## src/rtl/shift_pkg.sv

```systemverilog
// rtl/shift_pkg.sv - shift register mode, direction and sequencer state encodings
package shift_pkg;

  localparam logic [1:0] MODE_HOLD  = 2'b00;
  localparam logic [1:0] MODE_RIGHT = 2'b01;
  localparam logic [1:0] MODE_LEFT  = 2'b10;
  localparam logic [1:0] MODE_LOAD  = 2'b11;

  localparam logic DIR_RIGHT = 1'b0;
  localparam logic DIR_LEFT  = 1'b1;

  typedef enum logic [1:0] {
    IDLE  = 2'd0,
    LOAD  = 2'd1,
    SHIFT = 2'd2,
    DONE  = 2'd3
  } state_t;

endpackage

```

## src/rtl/shift_seq_if.sv

```systemverilog
// rtl/shift_seq_if.sv - request handshake into the shift sequencer
interface shift_seq_if #(
  parameter int WIDTH = 4
);
  localparam int CW = $clog2(WIDTH + 1);

  logic             req_valid;
  logic             req_ready;
  logic [WIDTH-1:0] req_data;
  logic             req_dir;
  logic [CW-1:0]    req_count;

  modport master (
    output req_valid, req_data, req_dir, req_count,
    input  req_ready
  );

  modport slave (
    input  req_valid, req_data, req_dir, req_count,
    output req_ready
  );

endinterface

```

## src/rtl/shift_seq.sv

```systemverilog
// rtl/shift_seq.sv - load-then-shift command sequencer for a universal shift register
// Optional SHIFT_SEQ_ROTATE_EN feeds the outgoing bit back into the active fill input.
module shift_seq
  import shift_pkg::*;
#(
  parameter int   WIDTH = 4,
  parameter logic FILL  = 1'b0,
  localparam int  CW    = $clog2(WIDTH + 1)
) (
  input  logic             clk,
  input  logic             reset,
  shift_seq_if.slave       req,
  output logic [1:0]       sr_mode,
  output logic [WIDTH-1:0] sr_din,
  output logic             sr_lin,
  output logic             sr_rin,
  input  logic [WIDTH-1:0] sr_q,
  output logic             ser_bit,
  output logic             ser_valid,
  output logic             busy,
  output logic             done
);

  state_t           r_state;
  state_t           w_next_state;
  logic [WIDTH-1:0] r_data;
  logic             r_dir;
  logic [CW-1:0]    r_cnt;
  logic [CW-1:0]    w_cnt_clamped;
  logic             w_accept;
  logic             w_out_bit;

  // Zero or out-of-range counts mean a full-word shift.
  assign w_cnt_clamped = ((req.req_count == '0) || (req.req_count > CW'(WIDTH)))
                         ? CW'(WIDTH) : req.req_count;
  assign w_accept  = req.req_valid && req.req_ready;
  assign w_out_bit = (r_dir == DIR_LEFT) ? sr_q[WIDTH-1] : sr_q[0];

  always_ff @(posedge clk) begin
    if (!reset) begin
      r_state <= IDLE;
      r_data  <= '0;
      r_dir   <= DIR_RIGHT;
      r_cnt   <= '0;
    end else begin
      r_state <= w_next_state;
      if (w_accept) begin
        r_data <= req.req_data;
        r_dir  <= req.req_dir;
        r_cnt  <= w_cnt_clamped;
      end else if (r_state == SHIFT) begin
        r_cnt <= r_cnt - 1'b1;
      end
    end
  end

  always_comb begin
    w_next_state = r_state;
    case (r_state)
      IDLE:    if (req.req_valid) w_next_state = LOAD;
      LOAD:    w_next_state = SHIFT;
      SHIFT:   if (r_cnt == CW'(1)) w_next_state = DONE;
      DONE:    w_next_state = IDLE;
      default: w_next_state = IDLE;
    endcase
  end

  // Every output is forced quiet while reset is held, even before the state clears.
  always_comb begin
    req.req_ready = 1'b0;
    sr_mode       = MODE_HOLD;
    sr_din        = '0;
    sr_lin        = FILL;
    sr_rin        = FILL;
    ser_bit       = 1'b0;
    ser_valid     = 1'b0;
    busy          = 1'b0;
    done          = 1'b0;
    if (reset) begin
      busy = (r_state != IDLE);
      case (r_state)
        IDLE: req.req_ready = 1'b1;
        LOAD: begin
          sr_mode = MODE_LOAD;
          sr_din  = r_data;
        end
        SHIFT: begin
          sr_mode   = (r_dir == DIR_LEFT) ? MODE_LEFT : MODE_RIGHT;
          ser_valid = 1'b1;
          ser_bit   = w_out_bit;
`ifdef SHIFT_SEQ_ROTATE_EN
          if (r_dir == DIR_LEFT) sr_lin = w_out_bit;
          else                   sr_rin = w_out_bit;
`endif
        end
        DONE: done = 1'b1;
        default: ;
      endcase
    end
  end

endmodule

```

## src/flat_wrapper.sv

```systemverilog
// flat-port wrapper written by rule: the top's interface ports become plain ports
module shift_seq_flat import shift_pkg::*;
#(
  parameter int   WIDTH = 4,
  parameter logic FILL  = 1'b0,
  localparam int  CW    = $clog2(WIDTH + 1)
)
  (clk, reset, sr_mode, sr_din, sr_lin, sr_rin, sr_q, ser_bit, ser_valid, busy, done, req_req_valid, req_req_data, req_req_dir, req_req_count, req_req_ready);
  shift_seq_if #(.WIDTH(WIDTH)) req_i ();
  input  logic clk;
  input  logic reset;
  output logic [1:0] sr_mode;
  output logic [WIDTH-1:0] sr_din;
  output logic sr_lin;
  output logic sr_rin;
  input  logic [WIDTH-1:0] sr_q;
  output logic ser_bit;
  output logic ser_valid;
  output logic busy;
  output logic done;
  input wire logic [$bits(req_i.req_valid)-1:0] req_req_valid;
  input wire logic [$bits(req_i.req_data)-1:0] req_req_data;
  input wire logic [$bits(req_i.req_dir)-1:0] req_req_dir;
  input wire logic [$bits(req_i.req_count)-1:0] req_req_count;
  output wire logic [$bits(req_i.req_ready)-1:0] req_req_ready;
  assign req_i.req_valid = req_req_valid;
  assign req_i.req_data = req_req_data;
  assign req_i.req_dir = req_req_dir;
  assign req_i.req_count = req_req_count;
  assign req_req_ready = req_i.req_ready;
  shift_seq #(.WIDTH(WIDTH), .FILL(FILL)) u_core (.clk(clk), .reset(reset), .req(req_i), .sr_mode(sr_mode), .sr_din(sr_din), .sr_lin(sr_lin), .sr_rin(sr_rin), .sr_q(sr_q), .ser_bit(ser_bit), .ser_valid(ser_valid), .busy(busy), .done(done));
endmodule
```

## config.mk

```make
export PLATFORM = sky130hd
export DESIGN_NAME = shift_seq_flat
export DESIGN_NICKNAME = d
export VERILOG_FILES = /design/src/rtl/shift_pkg.sv /design/src/rtl/shift_seq_if.sv /design/src/rtl/shift_seq.sv /design/src/flat_wrapper.sv
export SDC_FILE = /design/constraint.sdc
export NUM_CORES = 1
export LEC_CHECK = 0
export CAP_MARGIN = 40
export CORE_MARGIN = 2
export CORE_UTILIZATION = 44
export CTS_CLUSTER_DIAMETER = 80
export CTS_CLUSTER_SIZE = 28
export DETAILED_ROUTE_END_ITERATION = 7
export PLACE_DENSITY = 0.8
export SLEW_MARGIN = 20
export SYNTH_ARGS = -nofsm -noshare
export SYNTH_HDL_FRONTEND = slang
export SYNTH_SLANG_ARGS = --single-unit
```

## constraint.sdc

```tcl
create_clock -name clk -period 2.5 [get_ports clk]
set_clock_uncertainty 0.2 [all_clocks]
set_input_delay 0.375 -clock clk [delete_from_list [all_inputs] [get_ports clk]]
set_output_delay 0.375 -clock clk [all_outputs]
set_load 0.05 [all_outputs]
```

Word level (Yosys, flattened, before mapping). Index checks and enable logic that the tools add are counted.

Add/subtract/negate cells: 1. Magnitude comparators: 1. Eq/ne operators: 6. Muxes and demuxes: 21. Reductions and logical operators: 7.

Operators by type and width (count): $mux 1 (10); $mux 3 (3); $mux 2 (4); $mux 4 (2); $pmux 2 s4 (1); $eq 2x2->1 const B (2); $ne 2x2->1 const B (2); $pmux 2 s2 (1); $reduce_bool 2->1 (2); $eq 3x1->1 const B (1); $gt 3x3->1 const B (1); $logic_not 3->1 (1); $sub 3x1->3 const B (1); $eq 2x1->1 const B (1); $logic_not 2->1 (1); $reduce_and 2->1 (1); $logic_and 1x1->1 (1); $logic_or 1x1->1 (1).

Register bits: 10.

Longest topological paths before layout. Gate-level depths: netlist of run 1.

Word-level depth: 5. Mapped depth: 7. Depth with buffers taken out: 5.

Worst setup path before layout of run 1. No wires, ideal clock.

Kind: register to output. From: reg u_core.r_state[0]. To: out sr_mode[0]. Data arrival time: 1.508 ns. Data required time: 1.925 ns. Path slack: 0.417 ns. Cell stages (with the launch flop): 6. Buffers on the path: 1. Path through: dfxtp_1 inv_1 ha_1 clkbuf_1 a21oi_1 nor2_1.

Longest elaborated chain between the ends: 3. Elaborated cells between the ends (all ways): 4. Classes of those cells: eq/ne: 2; mux: 2.

Ends and longest elaborated chain: from (decl) (RTL line shift_seq.sv:24) `state_t r_state;`; from (signal assigned) (RTL line shift_seq.sv:46) `r_state <= w_next_state;`; $eq 2x2->1 / $eq 2x1->1 (equally long branches) (RTL line shift_seq.sv:81) `case (r_state)`; $pmux 2 s2 (*) (RTL line shift_seq.sv:81); $mux 2 (*) (RTL line shift_seq.sv:79) `if (reset) begin`; to (decl) (RTL line flat_wrapper.sv:12) `output logic [1:0] sr_mode;`.

Every way passes the cells marked *; elsewhere a longest branch is shown, timed or not.

Final worst setup path of run 1.
From: in reset. To: out ser_bit.

Longest elaborated chain between the ends: 1.

Ends and longest elaborated chain: from (decl) (RTL line flat_wrapper.sv:11) `input logic reset;`; $mux 1 (RTL line shift_seq.sv:79); to (decl) (RTL line flat_wrapper.sv:17) `output logic ser_bit;`.

No other way between the ends.

==> metrics.cfg, run 1 <==
[timing]
setup_viol=0
hold_viol=0
setup_tns_ns=0
final-max-slew-violation-count=0
rsz0062_at_grt=no
finalCritPeriodShare=0.883
period_needed_ns=2.21
max_freq_mhz=453

[synth]
synthMuxAreaShare=0.0300
syn_avg_cell_area_um2=7.94
synth-edff-count=0
yosys.area_share.simple=0.229
synthTopCellsByArea=dfxtp_1 (30%), ha_1 (15%), nand2_1 (8.4%)
synth_top_family_by_area=simple AND/OR/NAND/NOR gates
seq_area_frac_synth=0.300
synthAdderAreaFrac=0.150
synth_area_um2=667
netlist-cell-type-count=25
synthArstFlopShare=0
synth_top_area_frac=0.300
synth_top_area_cell=dfxtp_1
synth_compound_area_frac=0.156
ys_ff_latch=10
synthCells=84
synth-xor-area-share=0.0263
ys_warn_count=0
synth_ff_type=dfxtp_1

[clocking]
cts_num_sinks=10
clock_latency_ns=0.27
cts_setup_buffers=0
cts_hold_buf=0
cts_resized=0
cts_root_buffer=clkbuf_4
cts_tree=done
cts_buffers=3
clockBufferDepth=2
clk_pin_slew_worst_paths_ns=0.07
htreeDepth=1

[setup_path]
reg2reg_from=u_core.r_state[0]
critPathKind=primary input to primary output
r2r_end=u_core.r_cnt[2]
arrival_ns=1.63
required_ns=1.92
startpoint_type=primary input
end_kind=primary output
cp_max_fo=11
rrSetupSlack_ns=0.79
rr_worst_depth=5

[detailed_routing]
postRouteAntennaNets=0
via_count=626
drc=0
dr.pass1.iters=4
viasPerCell=5.05
first_iter_violations=10
routed_wl_um=1390
routedWlPerCell_um=11.2

[job]
max-cap-violations=0

[power]
p_leak_nw=0.490
p_sw_frac=0.417
p_sw_uw=414
seqPwrFrac=0.258
combPwrFrac=0.593
powerDensity_nw_per_um2=947
p_int_uw=578
irDropWorstVdd_v=0.000522
clockPowerShare=0.149

[placed_design]
hpwlAfterDp_um=1100
gp_congestion=0.701
port_buffers=23

[grt]
grt_use_total=0.178
grt_pass1_wl_um=2480
grt_max_degree=13
antenna_found_initial=0
grt_pass1_vias=619
grt-ovfl-total=0

[floorplan]
coreArea_um2=1450
die_w_um=42.9
dieArea_um2=1840
start_util=0.459
rows=14
pin_count=28
die_h_um=42.9

[cells_and_area]
multi_input_area_um2=402
final_util=0.720
diodes=0
fillCellCount=109
drive_above_1_share=0.185
mostFrequentLayoutCell=nand2_1
area_delta_synth_final_pct=57.0
nNetsFinal=132
regArea_um2=200
mostFrequentLayoutCells=nand2_1 (15), clkdlybuf4s50_1 (12), buf_12 (11)

[hold_path]
hold_depth=2
worstHoldEndpoint=u_core.r_data[2]
min_path_type=register to register
holdCritStartpoint=u_core.r_data[2]

[outcome]
status=completed

-- Yosys cell counts (all sizes together), types with 2 or more instances --
library cell	n
a211o	2
mux2i	2
inv	7
nand2	15
nor2	4
and3	5
a21oi	3
and2	3
ha	8
clkbuf	3
o211a	3
o21ai	6
buf	4
dfxtp	10
-- cell type report --
| type | count | area share |
|---|---|---|
| multi-input cells | 61 | 0.384 |
| repair buffers | 26 | 0.346 |
| flip-flops and latches | 10 | 0.191 |
| clock buffers | 4 | 0.0346 |
| inverters | 7 | 0.0251 |
| well taps | 16 | 0.0191 |
-- layer usage --
layer	vias up	routed length (um)	track usage
li1	316	-	-
met1	284	575	0.206
met2	22	694	0.306
met3	4	88	0.0255
met4	0	28	0.109
met5	-	0	0
-- critical path, stage by stage --
cell	delay (ns)
clkdlybuf4s50_1	0.60
buf_4	0.22
nand2_1	0.07
nor2_1	0.20
buf_12	0.17
-- logic make-up (layout without fill, tap and decap cells) --
logic type,after synthesis,in the layout
AOI/OAI and AO/OA,15,15
xor gates and xnor gates,2,2
adders and majority gates,8,8
buffers and inverters,14,37
DFF,10,10
muxes,2,2
other,1,2
and+or+nand+nor,32,32
-- metrics by stage --
step | hold WS [ns] | setup slack [ns] | cells | total power [mW] | cell area (um^2)
global route | 0.309 | 0.222 | 124 | 1.06 | 1050
CTS | 0.273 | 0.292 | 124 | 1.00 | 1050
global placement | 0.240 | 0.314 | 120 | 0.824 | 1010
detailed placement | 0.259 | 0.307 | 120 | 0.846 | 1010
finish | 0.271 | 0.293 | 124 | 0.992 | 1050
floorplan | 0.231 | 0.417 | 85 | 0.634 | 671
-- power by group through the flow --
stage	logic (mW)	clock network (mW)	registers, mW
final	0.589	0.147	0.256
after global routing	0.639	0.161	0.263
after CTS	0.591	0.153	0.256
after detailed placement	0.587	0	0.260
after global placement	0.569	0	0.255
after floorplan	0.386	0	0.248
-- how the worst max path moves through the flow --
stage,endpoint,slack [ns],start
after floorplan,sr_mode[0],0.42,u_core.r_state[0]
after global placement,ser_bit,0.31,reset
after detailed placement,ser_bit,0.31,reset
after CTS,ser_bit,0.29,reset
after global routing,ser_bit,0.22,reset
final,ser_bit,0.29,reset
-- flip-flops by register name, indices dropped and copies added (netlist names) --
name            count
u_core.r_cnt        3
u_core.r_data       4
u_core.r_dir        1
u_core.r_state      2
(Power assumes the default switching activity.)
==> run 2, diff against run 1 <==
--- a/config.mk
+++ b/config.mk
@@ -8,7 +8,6 @@
 export CAP_MARGIN = 40
 export CORE_MARGIN = 2
 export CORE_UTILIZATION = 44
-export CTS_CLUSTER_DIAMETER = 80
 export CTS_CLUSTER_SIZE = 28
 export DETAILED_ROUTE_END_ITERATION = 7
 export PLACE_DENSITY = 0.8
==> results of run 2 <==
No change in the layout: final DEF, timing and power equal those of run 1.
